`src/rtl/uart_prog_loader.sv`:
```
// uart_prog_loader: receives an 8N1 UART instruction image and writes 14-bit words into
// program RAM. The core is held in reset until a complete image with a valid checksum is written.
//
//  RX state  | meaning
//  ----------+---------------------------------------------------------------
//  RX_IDLE   | line idle, waiting for a falling edge on the synchronised rx
//  RX_START  | half-bit wait, then re-check the start bit (high = false start)
//  RX_DATA   | sampling 8 data bits LSB first, one bit period apart
//  RX_STOP   | sampling the stop bit: high = byte strobe, low = framing error
//
//  LD state  | meaning
//  ----------+---------------------------------------------------------------
//  LD_SYNC   | hunting for the header byte, other bytes dropped
//  LD_CNT_LO | expecting low byte of the word count
//  LD_CNT_HI | expecting high byte of the word count (bits 7:3 must be 0)
//  LD_DAT_LO | expecting low byte of the next instruction
//  LD_DAT_HI | expecting high byte (bits 7:6 must be 0), issues the RAM write
//  LD_CHK    | expecting checksum byte
//  LD_DONE   | image accepted, core released, rx ignored until rst
//  LD_ERR    | image rejected, core held, rx ignored until rst
module uart_prog_loader #(
    parameter int         CLKS_PER_BIT = 434,
    parameter logic [7:0] SYNC_BYTE    = 8'hA5
) (
    input  logic        clk,
    input  logic        rst,
    input  logic        rx,
    output logic        prog_we,
    output logic [10:0] prog_addr,
    output logic [13:0] prog_wdata,
    output logic        cpu_rst,
    output logic        busy,
    output logic        done,
    output logic        err
);

    localparam int TW = $clog2(CLKS_PER_BIT);
    localparam logic [TW-1:0] TIMER_FULL = TW'(CLKS_PER_BIT - 1);
    localparam logic [TW-1:0] TIMER_HALF = TW'(CLKS_PER_BIT / 2 - 1);

    typedef enum logic [1:0] {
        RX_IDLE,
        RX_START,
        RX_DATA,
        RX_STOP
    } rx_state_t;

    typedef enum logic [2:0] {
        LD_SYNC,
        LD_CNT_LO,
        LD_CNT_HI,
        LD_DAT_LO,
        LD_DAT_HI,
        LD_CHK,
        LD_DONE,
        LD_ERR
    } ld_state_t;

    // synchroniser and edge-detect flops
    logic rx_meta_q, rx_meta_d;
    logic rx_sync_q, rx_sync_d;
    logic rx_prev_q, rx_prev_d;

    // receiver
    rx_state_t     rx_state_q, rx_state_d;
    logic [TW-1:0] rx_timer_q, rx_timer_d;
    logic [2:0]    rx_bit_q, rx_bit_d;
    logic [7:0]    rx_shift_q, rx_shift_d;
    logic          rx_valid_q, rx_valid_d;
    logic          rx_ferr_q, rx_ferr_d;
    logic          rx_tc;

    // loader
    ld_state_t   ld_state_q, ld_state_d;
    logic [7:0]  sum_q, sum_d;
    logic [7:0]  lo_q, lo_d;
    logic [10:0] words_left_q, words_left_d;
    logic        prog_we_q, prog_we_d;
    logic [10:0] prog_addr_q, prog_addr_d;
    logic [13:0] prog_wdata_q, prog_wdata_d;
    logic [10:0] count_w;

    // two-flop synchroniser on the asynchronous rx pin, plus one delay for edge detection
    always_comb begin
        rx_meta_d = rx;
        rx_sync_d = rx_meta_q;
        rx_prev_d = rx_sync_q;
    end

    // synchroniser registers; the line idles high
    always_ff @(posedge clk) begin
        if (rst) begin
            rx_meta_q <= 1'b1;
            rx_sync_q <= 1'b1;
            rx_prev_q <= 1'b1;
        end else begin
            rx_meta_q <= rx_meta_d;
            rx_sync_q <= rx_sync_d;
            rx_prev_q <= rx_prev_d;
        end
    end

    // receiver next-state: bit timer counts down and every sample happens at terminal count
    always_comb begin
        rx_state_d = rx_state_q;
        rx_timer_d = rx_timer_q;
        rx_bit_d   = rx_bit_q;
        rx_shift_d = rx_shift_q;
        rx_valid_d = 1'b0;
        rx_ferr_d  = 1'b0;
        rx_tc      = (rx_timer_q == '0);
        case (rx_state_q)
            RX_IDLE: begin
                if (rx_prev_q && !rx_sync_q) begin
                    rx_state_d = RX_START;
                    rx_timer_d = TIMER_HALF;
                end
            end
            RX_START: begin
                if (rx_tc) begin
                    if (rx_sync_q) begin
                        rx_state_d = RX_IDLE;
                    end else begin
                        rx_state_d = RX_DATA;
                        rx_timer_d = TIMER_FULL;
                        rx_bit_d   = 3'd0;
                    end
                end else begin
                    rx_timer_d = rx_timer_q - 1'b1;
                end
            end
            RX_DATA: begin
                if (rx_tc) begin
                    rx_shift_d = {rx_sync_q, rx_shift_q[7:1]};
                    rx_timer_d = TIMER_FULL;
                    if (rx_bit_q == 3'd7) begin
                        rx_state_d = RX_STOP;
                    end else begin
                        rx_bit_d = rx_bit_q + 3'd1;
                    end
                end else begin
                    rx_timer_d = rx_timer_q - 1'b1;
                end
            end
            RX_STOP: begin
                if (rx_tc) begin
                    // back to idle at the sample point so a following start bit is not missed
                    rx_state_d = RX_IDLE;
                    rx_valid_d = rx_sync_q;
                    rx_ferr_d  = !rx_sync_q;
                end else begin
                    rx_timer_d = rx_timer_q - 1'b1;
                end
            end
            default: rx_state_d = RX_IDLE;
        endcase
    end

    // receiver registers
    always_ff @(posedge clk) begin
        if (rst) begin
            rx_state_q <= RX_IDLE;
            rx_timer_q <= '0;
            rx_bit_q   <= 3'd0;
            rx_shift_q <= 8'd0;
            rx_valid_q <= 1'b0;
            rx_ferr_q  <= 1'b0;
        end else begin
            rx_state_q <= rx_state_d;
            rx_timer_q <= rx_timer_d;
            rx_bit_q   <= rx_bit_d;
            rx_shift_q <= rx_shift_d;
            rx_valid_q <= rx_valid_d;
            rx_ferr_q  <= rx_ferr_d;
        end
    end

    assign count_w = {rx_shift_q[2:0], lo_q};

    // loader next-state: frame parsing, checksum accumulation and RAM write generation
    always_comb begin
        ld_state_d   = ld_state_q;
        sum_d        = sum_q;
        lo_d         = lo_q;
        words_left_d = words_left_q;
        prog_we_d    = 1'b0;
        prog_wdata_d = prog_wdata_q;
        // address steps the cycle after each write pulse
        prog_addr_d  = prog_we_q ? prog_addr_q + 11'd1 : prog_addr_q;
        if (ld_state_q == LD_DONE || ld_state_q == LD_ERR) begin
            ld_state_d = ld_state_q;
        end else if (rx_ferr_q) begin
            ld_state_d = LD_ERR;
        end else if (rx_valid_q) begin
            case (ld_state_q)
                LD_SYNC: begin
                    if (rx_shift_q == SYNC_BYTE) begin
                        ld_state_d = LD_CNT_LO;
                        sum_d      = 8'd0;
                    end
                end
                LD_CNT_LO: begin
                    lo_d       = rx_shift_q;
                    sum_d      = sum_q + rx_shift_q;
                    ld_state_d = LD_CNT_HI;
                end
                LD_CNT_HI: begin
                    sum_d = sum_q + rx_shift_q;
                    if (rx_shift_q[7:3] != 5'd0) begin
                        ld_state_d = LD_ERR;
                    end else begin
                        words_left_d = count_w;
                        ld_state_d   = (count_w == 11'd0) ? LD_CHK : LD_DAT_LO;
                    end
                end
                LD_DAT_LO: begin
                    lo_d       = rx_shift_q;
                    sum_d      = sum_q + rx_shift_q;
                    ld_state_d = LD_DAT_HI;
                end
                LD_DAT_HI: begin
                    if (rx_shift_q[7:6] != 2'd0) begin
                        ld_state_d = LD_ERR;
                    end else begin
                        sum_d        = sum_q + rx_shift_q;
                        prog_we_d    = 1'b1;
                        prog_wdata_d = {rx_shift_q[5:0], lo_q};
                        words_left_d = words_left_q - 11'd1;
                        ld_state_d   = (words_left_q == 11'd1) ? LD_CHK : LD_DAT_LO;
                    end
                end
                LD_CHK: begin
                    ld_state_d = (rx_shift_q == sum_q) ? LD_DONE : LD_ERR;
                end
                default: ld_state_d = LD_ERR;
            endcase
        end
    end

    // loader registers
    always_ff @(posedge clk) begin
        if (rst) begin
            ld_state_q   <= LD_SYNC;
            sum_q        <= 8'd0;
            lo_q         <= 8'd0;
            words_left_q <= 11'd0;
            prog_we_q    <= 1'b0;
            prog_addr_q  <= 11'd0;
            prog_wdata_q <= 14'd0;
        end else begin
            ld_state_q   <= ld_state_d;
            sum_q        <= sum_d;
            lo_q         <= lo_d;
            words_left_q <= words_left_d;
            prog_we_q    <= prog_we_d;
            prog_addr_q  <= prog_addr_d;
            prog_wdata_q <= prog_wdata_d;
        end
    end

    assign prog_we    = prog_we_q;
    assign prog_addr  = prog_addr_q;
    assign prog_wdata = prog_wdata_q;
    assign done       = (ld_state_q == LD_DONE);
    assign err        = (ld_state_q == LD_ERR);
    assign cpu_rst    = (ld_state_q != LD_DONE);
    assign busy       = (ld_state_q != LD_SYNC) && (ld_state_q != LD_DONE) && (ld_state_q != LD_ERR);

endmodule

```
`config.mk`:
```
export PLATFORM = sky130hd
export DESIGN_NAME = uart_prog_loader
export DESIGN_NICKNAME = d
export VERILOG_FILES = /design/src/rtl/uart_prog_loader.sv
export SDC_FILE = /design/constraint.sdc
export NUM_CORES = 1
export LEC_CHECK = 0
export CAP_MARGIN = 20
export CORE_AREA = 8 8 98 100
export CTS_BUF_LIST = sky130_fd_sc_hd__clkbuf_2
export DETAILED_ROUTE_END_ITERATION = 8
export DIE_AREA = 0 0 106 108
export PLACE_DENSITY = 0.85
export SLEW_MARGIN = 30
export SYNTH_ARGS = -nofsm -noshare
export SYNTH_HDL_FRONTEND = slang
export SYNTH_SLANG_ARGS = --single-unit
```
`constraint.sdc`:
```
create_clock -name clk -period 2 [get_ports clk]
set_clock_uncertainty 0.05 [all_clocks]
set_input_delay 0.2 -clock clk [delete_from_list [all_inputs] [get_ports clk]]
set_output_delay 0.2 -clock clk [all_outputs]
set_load 0.02 [all_outputs]
```
==> results.tsv, run 1 <==
stage	metric	value	unit
drt	ant_nets	0	
logic_synthesis	synth_common_cells	dfxtp_1 (83), nand2_1 (75), a21oi_1 (65), nor2_1 (49), o21ai_0 (24)	
clock_tree	cts_tree	yes	
logic_synthesis	ys_seq_elements	83	
power_and_ir_drop	ir_worst_vdd	0.658	mV
place	gp_congestion	0.925	
worst_setup_path	path_class	flip-flop to flip-flop	
run_status	status	completed	
global_routing	globalRouteTotalUtil	17.6	%
logic_synthesis	synthArstFlopShare	0	%
sta	tns	0	ns
drt	vias	4057	
global_routing	grt_pass1_wl	16800	µm
drt	wl_met2	5110	µm
worst_setup_path	required	2.42	ns
drt	drt-wirelength-per-cell	15.0	µm
global_routing	first_global_vias	3671	
place	dp_hpwl	7210	µm
clock_tree	root_buffer	clkbuf_2	
worst_hold_path	hold_depth	2	
logic_synthesis	avgSynthCellArea	8.09	µm²
logic_synthesis	synth_top_family_by_area	simple AND/OR/NAND/NOR gates	
global_routing	overflow	0	
logic_synthesis	ys_types	63	
sta	finalCriticalPeriod	1.95	ns
sta	min_period_over_period	97.7	%
worst_setup_path	r2r-start	words_left_q[5]	
die	rows	33	
logic_synthesis	synth_compound_area_share	19.6	%
power_and_ir_drop	cellPowerDensity	626	nW/µm²
logic_synthesis	synthTopCellsByArea	dfxtp_1 (39%), a21oi_1 (7.6%), nand2_1 (6.6%)	
global_routing	grt_max_degree	80	
sta	grt_setup_unrepaired	yes	
die	die_x	106	µm
place	port_buffers	32	
drt	viasPerCell	5.86	
logic_synthesis	synth_ff_type	dfxtp_1	
flow_run	drv_cap	0	
worst_setup_path	cpMaxStageDelayCell	or4_4	
drt	route.met3.wl	613	µm
die	core_area	8050	µm²
worst_setup_path	worstPathCellList	or4_4, nor4_4, a41o_1, o211ai_1, o221a_1	
logic_synthesis	yosys.area.top_type_share	38.7	%
logic_synthesis	syn-num-nets	553	
worst_hold_path	min_path_type	input port to flip-flop	
final_layout	layout-drive-gt1-share	17.2	%
clock_tree	path_clk_slew	0.25	ns
final_layout	syn2layout_area_growth	19.5	%
worst_hold_path	hp-start	rx	
final_layout	final_nets	604	
die	die_y	108	µm
drt	routed_wl	10400	µm
logic_synthesis	yosysTopAreaCell	dfxtp_1	
worst_hold_path	min_to	rx_meta_q	
clock_tree	cts_buffers	9	
sta	max_slew.worst_pin.slew	0.458	ns
worst_setup_path	r2r-end	ld_state_q[1]	
power_and_ir_drop	p_leak	1.97	nW
logic_synthesis	synthSimpleGateAreaFrac	25.2	%
drt	wl_met1	4400	µm
worst_setup_path	rrSetupSlack	0.05	ns
worst_setup_path	cp.arrival	2.37	ns
sta	setup_violations	0	
worst_setup_path	start_kind	flip-flop	
worst_setup_path	crit_path_max_incr_delay	0.53	ns
sta	slew_viol_final	0	
logic_synthesis	yosysSeqAreaShare	38.7	%
drt	drc	0	
logic_synthesis	synthCells	531	
logic_synthesis	synth-edff-count	0	
global_routing	grt_antenna_before_repair	0	
clock_tree	cts_max_level	3	
sta	relSlewSlack	69.2	%
clock_tree	cts_max_path_buffers	2	
die	ios	33	
drt	highest-signal-layer	met4	
logic_synthesis	ys_warn_count	0	
worst_setup_path	crit_fanout	3	
drt	dr.first_iter.drc_count	296	
logic_synthesis	synth.most_common_cell	dfxtp_1	
final_layout	diodes	0	
logic_synthesis	synth-xor-area-share	2.45	%
logic_synthesis	syn_area	4290	µm²
die	start_util	53.3	%
sta	hold_violations	0	
logic_synthesis	synth-adder-area-share	5.71	%
clock_tree	cts_sinks	83	
sta	whs	0.154	ns
logic_synthesis	synthMuxAreaShare	3.50	%
clock_tree	clkLatencyLatePin	0.57	ns
worst_setup_path	end_kind	flip-flop	
die	dieArea	11400	µm²
worst_setup_path	reg2regPathDepth	5	
sta	max_freq	512	MHz
drt	first_pass_iters	5	
final_layout	fillCellCount	652	
## power by group
group	total, mW	switching [mW]	leakage, nW	internal, mW
combinational	0.553	0.318	1.22	0.235
clock	0.921	0.614	0.0707	0.308
sequential	1.74	0.0474	0.678	1.69
total	3.21	0.979	1.97	2.23
## cell families (layout without fill, tap and decap cells)
logic type	Yosys count	after routing
multiplexers	15	15
buffers and inverters	50	106
AND/OR/NAND/NOR	215	215
XOR/XNOR	12	12
flip-flops	83	83
AO/OA/AOI/OAI	137	137
adder cells (fa/ha/maj)	19	19
## layer usage
| metal | global-route usage (%) | vias to the layer above |
|---|---|---|
| met5 | 0 | - |
| met4 | 5.83 | 0 |
| met3 | 4.46 | 26 |
| met2 | 30.7 | 137 |
| met1 | 20.6 | 1901 |
| li1 | - | 1993 |
## per-stage QoR
| stage | cell area [µm²] | setup slack [ns] | total power, mW | cells | util (%) |
|---|---|---|---|---|---|
| 2_1_floorplan | 4290 | 0.112 | 2.11 | 531 | - |
| 3_3_place_gp | 4880 | 0.109 | 2.21 | 672 | 60.7 |
| 3_5_place_dp | 4880 | 0.0257 | 2.22 | 672 | 60.7 |
| 4_1_cts | 5020 | -0.000455 | 3.14 | 689 | 62.4 |
| 5_1_grt | 5130 | -0.0292 | 3.35 | 692 | 63.7 |
| 6_report | 5130 | 0.0463 | 3.21 | 692 | 63.7 |
## critical path: cells and delay by family, from the launching register on
kind,cells,cell delay (ns)
compound gates,3,0.56
flops,1,0.41
simple gates,2,0.83
## worst max path at each step
stage	startpoint	endpoint	slack [ns]	cells after the start
floorplan	rx_timer_q[0]	flip-flop	0.11	8
global placement	rx_shift_q[1]	sum_q[7]	0.11	6
detailed placement	rx_shift_q[3]	sum_q[7]	0.03	6
CTS	ld_state_q[0]	done	-0.0005	4
global route	sum_q[1]	sum_q[7]	-0.03	6
finish	words_left_q[5]	ld_state_q[1]	0.05	5
## state kept, by name, summed over array words and instances (netlist names), 3 cells and up, named ones only
| signal | cells |
|---|---|
| rx_shift_q | 8 |
| rx_bit_q | 3 |
| rx_timer_q | 9 |
| sum_q | 8 |
| lo_q | 8 |
| ld_state_q | 3 |
| words_left_q | 11 |
| prog_addr | 11 |
| prog_wdata | 14 |
## layout by cell type (no fill, tap or decap), types with 3 or more instances in the layout
| cell | instances |
|---|---|
| or2_2 | 4 |
| nand4_1 | 7 |
| and3_1 | 7 |
| nor3_2 | 3 |
| o211ai_1 | 4 |
| nand2b_1 | 7 |
| clkbuf_2 | 12 |
| mux2i_1 | 15 |
| or4_1 | 3 |
| o21ai_0 | 23 |
| nor4_1 | 8 |
| a21o_1 | 7 |
| nand2_1 | 74 |
| o21a_1 | 3 |
| dfxtp_2 | 14 |
| xnor2_1 | 5 |
| a31oi_1 | 5 |
| inv_1 | 21 |
| ha_1 | 16 |
| nor2_1 | 49 |
| xor2_1 | 7 |
| or3_1 | 4 |
| nor3_1 | 10 |
| o31a_1 | 3 |
| buf_4 | 34 |
| clkdlybuf4s50_1 | 25 |
| a21oi_1 | 65 |
| nand3_1 | 17 |
| dfxtp_1 | 68 |
## area by class of cell
class | instances | area [µm²] | share of cell area (%)
sequential | 83 | 1680 | 32.8
clock buffer | 10 | 50.0 | 0.975
tap | 105 | 131 | 2.56
inverter | 21 | 78.8 | 1.54
multi-input combinational | 398 | 2500 | 48.8
clock inverter | 6 | 73.8 | 1.44
timing repair buffer | 69 | 609 | 11.9
## timing repair
action / in CTS / in global routing
resized for setup: 10 / 38
buffers inserted: 0 / 3
pin swaps: 0 / 3
hold endpoints to repair: 2 / 0
endpoints found under the setup margin: 6 / 27
hold buffers: 1 / 0
(Power assumes the default switching activity.)
==> run 2, diff against run 1 <==
Settings changed: SKIP_LAST_GASP set to 1.
==> results.tsv, run 2 (synthesis results as in run 1) <==
stage	metric	value	unit
worst_setup_path	required	2.45	ns
sta	max_slew.worst_pin.slew	0.587	ns
place	gp_congestion	0.925	
drt	viasPerCell	5.96	
worst_setup_path	rrSetupSlack	-0.002	ns
worst_setup_path	r2r-start	rx_timer_q[5]	
final_layout	multi_input_area	2480	µm²
global_routing	first_global_vias	3671	
power_and_ir_drop	p_leak	1.96	nW
final_layout	seqCellArea	1680	µm²
drt	first_pass_iters	5	
global_routing	grt_max_degree	80	
drt	drt-wirelength-per-cell	15.0	µm
final_layout	syn2layout_area_growth	18.9	%
place	port_buffers	32	
global_routing	globalRouteTotalUtil	17.6	%
die	core_area	8050	µm²
worst_setup_path	end_kind	flip-flop	
run_status	status	finished, violations left	
clock_tree	cts_buffers	9	
power_and_ir_drop	ir_worst_vdd	0.660	mV
die	die_x	106	µm
global_routing	grt_antenna_before_repair	0	
drt	dr.first_iter.drc_count	282	
final_layout	diodes	0	
sta	max_freq	500	MHz
drt	drc	0	
run_status	violations	setup timing	
final_layout	largest_register_ffs	14	
sta	finalWorstSetupSlack	-0.00174	ns
power_and_ir_drop	total_power	3.19	mW
worst_hold_path	min_path_type	input port to flip-flop	
worst_setup_path	startpoint	rx_timer_q[5]	
clock_tree	cts_tree	yes	
final_layout	fillCellCount	653	
drt	routed_wl	10400	µm
power_and_ir_drop	cellPowerDensity	625	nW/µm²
worst_setup_path	path_class	flip-flop to flip-flop	
global_routing	grt_pass1_wl	16800	µm
sta	slew_viol_final	0	
die	start_util	53.3	%
sta	relSlewSlack	60.5	%
final_layout	layout_commonest_cell	nand2_1	
worst_setup_path	cp.arrival	2.45	ns
sta	grt_setup_unrepaired	yes	
clock_tree	cts_max_level	3	
worst_hold_path	hold_depth	2	
worst_setup_path	reg2regPathDepth	5	
worst_setup_path	start_kind	flip-flop	
clock_tree	root_buffer	clkbuf_2	
sta	finalCriticalPeriod	2.00	ns
flow_run	drv_cap	0	
die	dieArea	11400	µm²
final_layout	fin_util	63.4	%
place	place_ws	0.0257	ns
sta	hold_violations	0	
final_layout	final_nets	604	
sta	setup_violations	1	
final_layout	layout-drive-gt1-share	16.2	%
drt	ant_nets	0	
die	die_y	108	µm
clock_tree	clkLatencyLatePin	0.56	ns
clock_tree	path_clk_slew	0.22	ns
worst_setup_path	crit_fanout	6	
final_layout	final_cell_mix	nand2_1 (74), dfxtp_1 (71), a21oi_1 (65)	
drt	vias	4122	
place	dp_hpwl	7210	µm
global_routing	overflow	0	
clock_tree	cts_max_path_buffers	2	
die	rows	33	
sta	min_period_over_period	100	%
die	ios	33	
clock_tree	cts_sinks	83	
==> run 2: changes by cell type in the layout (fill, tap and decap cells not counted), sizes merged <==
cell / previous run / this run
clkbuf: 12 / 13
buf: 38 / 37
==> run 2: repair_timing <==
item,4_1_cts,5_1_grt
hold endpoints to repair,2,0
buffers inserted,0,3
setup endpoints to repair,6,27
hold buffers,1,0
pin swaps,0,4
resized for setup,7,34
==> run 2: per-stage QoR <==
stage	hold WS [ns]	setup TNS [ns]	instances	area, µm²
after CTS	0.133	-0.0892	689	5020
final	0.161	-0.00174	692	5110
after global routing	0.0930	-0.489	692	5110
after global placement	0.342	0	672	4880
after detailed placement	0.347	0	672	4880
after floorplan	0.254	0	531	4290
==> run 2: final cells by class <==
class | instances | area share [%]
clock buffers | 10 | 0.980
multi-input cells | 398 | 48.7
inverters | 21 | 1.54
flip-flops and latches | 83 | 32.9
well taps | 105 | 2.57
repair buffers | 69 | 11.9
clock inverters | 6 | 1.45
==> run 2: worst min path at each step <==
stage                     slack [ns]  startpoint   endpoint
after floorplan                 0.25          rx  rx_meta_q
final                           0.16          rx  rx_meta_q
after global routing            0.09          rx  rx_meta_q
after detailed placement        0.35   rx_meta_q  rx_prev_d
after CTS                       0.13          rx  rx_meta_q
after global placement          0.34   rx_meta_q  rx_prev_d
==> run 2: critical path, stage by stage (launching register included) <==
cell and delay (ns):
dfxtp_1 0.41, nor4_1 0.56, and2_4 0.26, o221ai_2 0.12
or4_1 0.42, a21oi_1 0.15
==> run 2: power by group <==
group / internal [mW] / switching, mW
Combinational: 0.230 / 0.318
Clock: 0.308 / 0.600
Sequential: 1.69 / 0.0460
==> run 2: per-layer routing <==
layer  GRT usage (%)  vias up  share of wire (%)  wire length, µm
li1                -     1993                  -                -
met3            4.46       21                6.6              686
met2            30.7      177                 49             5120
met1            20.6     1931                 42             4370
met4            5.83        0                1.9              195
met5               0        -                  0                0
